<file path="src/rtl/mult_div_pkg.sv">
// Shared definitions for the sequential multiply/divide blocks.
// No timing of its own: types, constants and a magnitude helper only.
// No handshake: pure declarations.
package mult_div_pkg;

   localparam int DEF_WIDTH = 16;
   // Widest operand the magnitude helper supports.
   localparam int MAX_WIDTH = 64;

   typedef enum logic [1:0] {
      IDLE = 2'd0,
      CALC = 2'd1,
      FIX  = 2'd2,
      DONE = 2'd3
   } state_t;

   typedef logic [MAX_WIDTH:0] wide_t;

   // Magnitude of a sign-extended operand. The caller sign-extends its
   // WIDTH-bit value into wide_t and keeps the low WIDTH+1 bits, so
   // |MIN_INT| comes out correctly as 2**(WIDTH-1).
   function automatic wide_t abs_ext(input wide_t x);
      return x[MAX_WIDTH] ? (wide_t'(0) - x) : x;
   endfunction

endpackage

</file>
<file path="src/rtl/booth_divider_nr_addsub.sv">
// Shared WIDTH+1-bit adder/subtractor for the non-restoring divider.
// Purely combinational, zero latency.
// No handshake: result follows the inputs.
module nr_addsub #(
   parameter int W = 17
) (
   input  logic [W-1:0] a,
   input  logic [W-1:0] b,
   input  logic         sub,
   output logic [W-1:0] sum
);

   // One carry chain: subtract by inverting b and injecting a carry.
   assign sum = a + (b ^ {W{sub}}) + W'(sub);

endmodule

</file>
<file path="src/rtl/booth_divider_nr.sv">
// Sequential signed divider, non-restoring, one quotient bit per clock.
// Latency: done WIDTH+2 edges after the accepted start; 1 edge for /0 and MIN/-1.
// Backpressure: start is only honoured in IDLE; starts while busy or in DONE are dropped.
module booth_divider_nr
   import mult_div_pkg::*;
#(
   parameter int WIDTH = DEF_WIDTH
) (
   input  logic                    clk,
   input  logic                    rst_n,
   input  logic                    start,
   input  logic signed [WIDTH-1:0] dividend,
   input  logic signed [WIDTH-1:0] divisor,
   output logic                    busy,
   output logic                    done,
   output logic [WIDTH-1:0]        quotient,
   output logic [WIDTH-1:0]        remainder,
   output logic                    div_by_zero,
   output logic                    overflow
);

   localparam int CNT_W = $clog2(WIDTH + 1);
   localparam logic [WIDTH-1:0] MIN_INT = {1'b1, {(WIDTH-1){1'b0}}};

   state_t           state;
   logic [CNT_W-1:0] cnt;
   logic [WIDTH:0]   a_reg;     // signed partial remainder
   logic [WIDTH-1:0] q_reg;     // dividend magnitude shifting out, quotient shifting in
   logic [WIDTH:0]   m_reg;     // divisor magnitude, zero-extended
   logic             sq;        // quotient must be negated
   logic             sr;        // remainder must be negated

   wide_t            dvd_wide;
   wide_t            dvs_wide;
   logic [WIDTH:0]   a_shift;
   logic [WIDTH:0]   add_a;
   logic             add_sub;
   logic [WIDTH:0]   add_sum;
   logic [WIDTH-1:0] a_fix;

   assign dvd_wide = {{(MAX_WIDTH+1-WIDTH){dividend[WIDTH-1]}}, dividend};
   assign dvs_wide = {{(MAX_WIDTH+1-WIDTH){divisor[WIDTH-1]}}, divisor};

   assign a_shift = {a_reg[WIDTH-1:0], q_reg[WIDTH-1]};

   // Steer the single adder: iteration step in CALC, final correction in FIX.
   always_comb begin
      add_a   = a_reg;
      add_sub = 1'b0;
      if (state == CALC) begin
         add_a   = a_shift;
         add_sub = ~a_reg[WIDTH];
      end
   end

   nr_addsub #(.W(WIDTH + 1)) u_addsub (
      .a   (add_a),
      .b   (m_reg),
      .sub (add_sub),
      .sum (add_sum)
   );

   // A negative final partial remainder is restored by adding M back once.
   assign a_fix = a_reg[WIDTH] ? add_sum[WIDTH-1:0] : a_reg[WIDTH-1:0];

   // Control FSM and all registered outputs.
   always_ff @(posedge clk or negedge rst_n) begin
      if (!rst_n) begin
         state       <= IDLE;
         cnt         <= '0;
         a_reg       <= '0;
         q_reg       <= '0;
         m_reg       <= '0;
         sq          <= 1'b0;
         sr          <= 1'b0;
         busy        <= 1'b0;
         done        <= 1'b0;
         quotient    <= '0;
         remainder   <= '0;
         div_by_zero <= 1'b0;
         overflow    <= 1'b0;
      end else begin
         case (state)
            IDLE: begin
               done <= 1'b0;
               if (start) begin
                  div_by_zero <= 1'b0;
                  overflow    <= 1'b0;
                  if (divisor == '0) begin
                     quotient    <= '1;
                     remainder   <= dividend;
                     div_by_zero <= 1'b1;
                     state       <= DONE;
                  end else if (dividend == MIN_INT && divisor == '1) begin
                     quotient  <= MIN_INT;
                     remainder <= '0;
                     overflow  <= 1'b1;
                     state     <= DONE;
                  end else begin
                     q_reg <= WIDTH'(abs_ext(dvd_wide));
                     m_reg <= (WIDTH+1)'(abs_ext(dvs_wide));
                     a_reg <= '0;
                     sq    <= dividend[WIDTH-1] ^ divisor[WIDTH-1];
                     sr    <= dividend[WIDTH-1];
                     cnt   <= CNT_W'(WIDTH);
                     busy  <= 1'b1;
                     state <= CALC;
                  end
               end
            end
            CALC: begin
               a_reg <= add_sum;
               q_reg <= {q_reg[WIDTH-2:0], ~add_sum[WIDTH]};
               cnt   <= cnt - CNT_W'(1);
               if (cnt == CNT_W'(1)) begin
                  state <= FIX;
               end
            end
            FIX: begin
               quotient  <= sq ? (WIDTH'(0) - q_reg) : q_reg;
               remainder <= sr ? (WIDTH'(0) - a_fix) : a_fix;
               busy      <= 1'b0;
               state     <= DONE;
            end
            DONE: begin
               done  <= 1'b1;
               state <= IDLE;
            end
            default: begin
               state <= IDLE;
            end
         endcase
      end
   end

endmodule

</file>
<file path="config.mk">
export PLATFORM = sky130hd
export DESIGN_NAME = booth_divider_nr
export DESIGN_NICKNAME = d
export VERILOG_FILES = /design/src/rtl/mult_div_pkg.sv /design/src/rtl/booth_divider_nr_addsub.sv /design/src/rtl/booth_divider_nr.sv
export SDC_FILE = /design/constraint.sdc
export NUM_CORES = 1
export LEC_CHECK = 0
export BUFFER_PORTS_ARGS = -buffer_cell sky130_fd_sc_hd__buf_2
export CORE_ASPECT_RATIO = 0.9
export CORE_MARGIN = 2
export CORE_UTILIZATION = 50
export DETAILED_ROUTE_END_ITERATION = 7
export PLACE_DENSITY = 0.67
export SLEW_MARGIN = 20
export SYNTH_ARGS = -nofsm -noshare
export SYNTH_HDL_FRONTEND = slang
export SYNTH_SLANG_ARGS = --single-unit
</file>
<file path="constraint.sdc">
create_clock -name clk -period 5.75 [get_ports clk]
set_input_delay 0.2875 -clock clk [delete_from_list [all_inputs] [get_ports clk]]
set_output_delay 0.2875 -clock clk [all_outputs]
set_load 0.05 [all_outputs]
</file>
==> metrics, run 1 <==
status complete, no violations; post-synth net total 882; Placement Cell Area 7550 sq um; Final ANT Viol Nets 0; pin count of the biggest net entering global routing 54; Cell variety after synth 74; Main synth FF type dfrtp_1; H-tree depth 3; Layout area overhead 10.9%; Residual DRC 0; count leader, synth dfrtp_1; worst path cell trace inv_1 > ha_2 > buf_4 > mux2_2 > ha_1 > nand4_1 > nor4_2 > nor4_1 > nor4_4 > o211ai_1 > nor3_1 > mux2i_1 > o21ai_0 > a21oi_1; min Tclk post-route 4.78 ns; final cycle utilization of the critical path 83.2%; Nets 926; post-synthesis register bit count 95; Mapped Area 7070 sq um; TritonRoute pass-1 iters 6; Mapped Avg Cell Area 8.62 sq um; final setup vio count 0; Bufs on Longest Clock Path 2; vias in the first global route 5942; crit-path max cell delay 0.56 ns; post-synthesis instance total 820; setup TNS 0 ns; routed vias 6366; total gr overflow 0; RSZ-0062 raised after global routing false; Required @ worst endpoint 5.97 ns; DR iter-0 viols 527; area leader, netlist dfrtp_1; CTS Sinks 95; met1 Use GR 39.0%; Resize count post-CTS 0; I/O pin count 71; Setup WS post-layout 0.967 ns; Post-synth top cells dfrtp_1, nand2_1, o21ai_0; Setup WS pre-CTS 1.00 ns; skew final 0.00319 ns; Post-synth EDFFs 0; worst slew pin tran 1.11 ns; MaxCap Viol Count 0; Antenna diodes 0; cts bufs inserted 9; drt total wl 19700 um; crit-path max FO 48; cell area after layout 7840 sq um; critical path arrival 5.00 ns; die height 117 um; clk_lat worst skew 0.35 ns; Core Footprint 13900 sq um; clock root buffer clkbuf_16; Reg clk slew, reported paths 0.07 ns; initial antenna violation count 0; Syn. warnings 0; Fin. Hold Viols 0; Die Wd 129 um; mean number of vias per cell 6.00; crit path launch type flop; post-synth top area share 33.6%; die area 15100 sq um; fin. max-slew vios 0; layout cells sized above 1 16.6%; slowest stage cell, crit path nor4_4; GR peak layer met2; first-pass GRT wire length 31800 um; critical path type reg2reg; grt met2 use 42.2%; delay-heaviest family, CP simple AND/OR/NAND/NOR gates; GRT Total Usage 27.2%; CTS tree built; wire per inst 18.6 um; starting density of the core 50.9%; critical path buffer and inverter count 2; CP Capture Type flop; Seq/Total Area, Yosys 33.6%; Fmax 0.209 GHz; Slew headroom 26.2%; Worst Hold Class in2reg; row count 41; largest cells by area after synthesis dfrtp_1, xnor2_1, o21ai_0; IO buf count 70; gpl congestion 0.943; fraction of registers with async set/reset 100%; Post-DP HPWL 14400 um; met3 Resource Use GR 5.59%; Finished Core Util 56.4%
## layout by cell type, fill, tap and decap left out, types with 5 or more instances in the layout
cell type	count
ha_1	25
a22oi_1	5
and3_1	8
nor2_1	63
clkbuf_16	9
dfrtp_1	95
a211oi_1	10
xnor2_1	46
or4_1	9
mux2i_1	10
nand4_1	13
buf_4	11
a21o_1	13
a21oi_1	62
nand3b_1	5
o31ai_1	12
o21ai_0	75
nand2b_1	9
nand3_1	10
inv_1	20
nand2_1	86
a22o_1	7
o21ai_1	12
o41ai_1	6
nor3_1	10
or3_1	11
buf_2	69
xor2_1	39
nor2b_1	14
mux2_2	22
## metrics by stage
stage	hold slack, ns	std cells
final	0.247	1061
after global routing	0.262	1061
after CTS	0.240	1061
after detailed placement	0.330	1045
after global placement	0.329	1045
after floorplan	-0.00809	820
## final timing paths
check,endpoint,slack [ns],cells past startpoint,from
setup / recovery,remainder[12],0.97,14,state[1]
hold / removal,m_reg[0],0.25,3,divisor[0]
setup reg to reg,remainder[12],0.97,14,state[1]
hold reg to reg,remainder[3],0.48,2,remainder[3]
max in group asynchronous,quotient[12],4.15,3,rst_n
min in group asynchronous,a_reg[1],0.48,2,rst_n
## cell type report
class / count / area (sq um)
clock inverters: 4 / 28.8
multi-input cells: 657 / 4430
clock buffers: 11 / 253
inverters: 20 / 75.1
well taps: 193 / 241
fillers: 1264 / 6060
repair buffers: 81 / 438
flip-flops and latches: 95 / 2380
## cell families (layout without fill, tap and decap cells)
| group | count (synthesis) | count (layout) | share of synthesized area, % |
|---|---|---|---|
| and+or+nand+nor | 266 | 266 | 19.6 |
| AOI/OAI and AO/OA | 247 | 247 | 22.5 |
| muxes | 32 | 32 | 4.92 |
| DFF | 95 | 95 | 33.6 |
| adders and majority gates | 27 | 27 | 4.88 |
| xor gates and xnor gates | 85 | 85 | 10.5 |
| buffers and inverters | 68 | 116 | 3.93 |
## what timing repair did
action | 4_1_cts | 5_1_grt
setup buffers | 0 | 0
hold buffers | 1 | 0
endpoints found under the setup margin | 0 | 0
endpoints found under the hold margin | 42 | 0
## metal layers
| metal | wire, um | share of wire, % |
|---|---|---|
| met5 | 0 | 0 |
| met4 | 345 | 1.8 |
| met3 | 1140 | 5.8 |
| met2 | 8800 | 45 |
| met1 | 9410 | 48 |
## tightest hold or removal path, cell delays in order
cell     delay, ns
buf_2         0.11
inv_1         0.07
o21ai_0       0.08
Power of run 1 is left out: the tool's default activity adds up to more than one toggle a clock period on the data nets, which glitch-free logic cannot reach.
==> inputs of run 2 (changes only) <==
==> constraint.sdc (replaced) <==
create_clock -name clk -period 4.41 [get_ports clk]
set_input_delay 0.2205 -clock clk [delete_from_list [all_inputs] [get_ports clk]]
set_output_delay 0.2205 -clock clk [all_outputs]
set_load 0.05 [all_outputs]
==> run 2 against run 1 <==
Against the previous run: non-clock buffer count up 8; hold slack worse by 0.071 ns; via count up 1.4%; routed wire length up 2.0%; utilization up 1.0 points; sequential share of layout area down 0.53 points; first-iteration DRC count down 1.1%; worst setup slack worse by 0.76 ns; die area unchanged; critical path depth up 2; cell count up 0.85%; design area up 1.8%; critical endpoint is now remainder[15].
==> metrics, run 2 (same netlist as run 1, synthesis figures left out) <==
status complete, no violations; fin. max-slew vios 0; most common cell after layout, fill and taps aside dfrtp_1; Residual DRC 0; clk_lat worst skew 0.36 ns; gpl congestion 0.924; clock root buffer clkbuf_16; first-pass GRT wire length 32300 um; Post-DP HPWL 14900 um; starting density of the core 50.9%; Fmax 0.238 GHz; cts bufs inserted 9; Reg clk slew, reported paths 0.07 ns; worst-case reg-to-reg path depth 16; critical path depth 16; crit-path max cell delay 0.42 ns; initial antenna violation count 0; Antenna diodes 0; final setup vio count 0; min Tclk post-route 4.20 ns; CTS Sinks 95; Layout area overhead 12.8%; layout cells sized above 1 17.8%; worst path cell trace inv_1 > ha_2 > buf_8 > inv_1 > nor3_1 > nor2_1 > fa_1 > nand2b_1 > a211oi_2 > nor2_1 > buf_4 > o21ai_0 > o211ai_1 > o41ai_4 > xnor2_1 > a21oi_1; drt total wl 20100 um; critical path type reg2reg; crit path launch type flop; H-tree depth 3; CTS tree built; CP Capture Type flop; Core Footprint 13900 sq um; most frequent cells in the layout dfrtp_1, nand2_1, o21ai_0, buf_2, nor2_1; Slew headroom 46.2%; final cycle utilization of the critical path 95.3%; vias in the first global route 6085; Bufs on Longest Clock Path 2; DR iter-0 viols 521; RSZ-0062 raised after global routing false; Final ANT Viol Nets 0; Register-to-Register Setup Slack 0.21 ns; worst slew pin tran 0.807 ns; routed vias 6456; I/O pin count 71; GRT Total Usage 27.7%; Fin. Hold Viols 0; slowest stage cell, crit path dfrtp_1; TritonRoute pass-1 iters 6; Required @ worst endpoint 4.65 ns; critical path arrival 4.45 ns; crit-path max FO 32; FILL cells 1277; Hold Crit Depth 3; Nets 934; die area 15100 sq um; critical path buffer and inverter count 4; Die Wd 129 um; row count 41; mean number of vias per cell 6.03; total gr overflow 0; skew final 0.00986 ns; Worst Hold Class in2reg; setup TNS 0 ns; die height 117 um; delay-heaviest family, CP compound AO/OA/AOI/OAI gates; wire per inst 18.8 um; IO buf count 70; MaxCap Viol Count 0; pin count of the biggest net entering global routing 57
[run 2: layout make-up]
type	instances	area (sq um)	area share [%]
clock inverters	6	91.3	1.14
inverters	20	75.1	0.941
flip-flops and latches	95	2380	29.8
repair buffers	89	505	6.34
clock buffers	10	239	3.00
well taps	193	241	3.03
multi-input cells	657	4450	55.8
[run 2: metal layers]
metal	share of wire, %	wire [um]	track usage, %
met4	1.9	376	7.97
met3	7.6	1530	5.09
met2	45	9030	43.4
met5	0	0	0
met1	46	9150	39.3
[run 2: path summary, 6_finish.rpt]
path | start | endpoint
max | state[1] | remainder[15]
max reg2reg | state[1] | remainder[15]
min in group asynchronous | rst_n | a_reg[6]
max in group asynchronous | rst_n | q_reg[4]
min reg2reg | remainder[5] | remainder[5]
min | divisor[0] | m_reg[0]
[run 2: worst min-delay path, cell delays in order]
cell	delay, ns
buf_2	0.11
inv_1	0.07
o21ai_0	0.08
[run 2: per-stage QoR]
| stage | util [%] | cell area (sq um) | setup slack (ns) | instances | hold WS [ns] |
|---|---|---|---|---|---|
| after detailed placement | 54.7 | 7600 | 0.121 | 1052 | 0.355 |
| after global routing | 57.4 | 7980 | 0.0187 | 1070 | 0.198 |
| final | 57.4 | 7980 | 0.209 | 1070 | 0.176 |
| after global placement | 54.7 | 7600 | 0.298 | 1052 | 0.345 |
| after floorplan | - | 7070 | 0.200 | 820 | -0.0751 |
| after CTS | 57.1 | 7940 | 0.116 | 1069 | 0.170 |
[run 2: what timing repair did]
item	in CTS	in global routing
setup buffers	0	1
resized for setup	0	5
hold buffers	1	0
setup endpoints to repair	0	7
endpoints found under the hold margin	55	0
Power of run 2 is left out for the same reason.
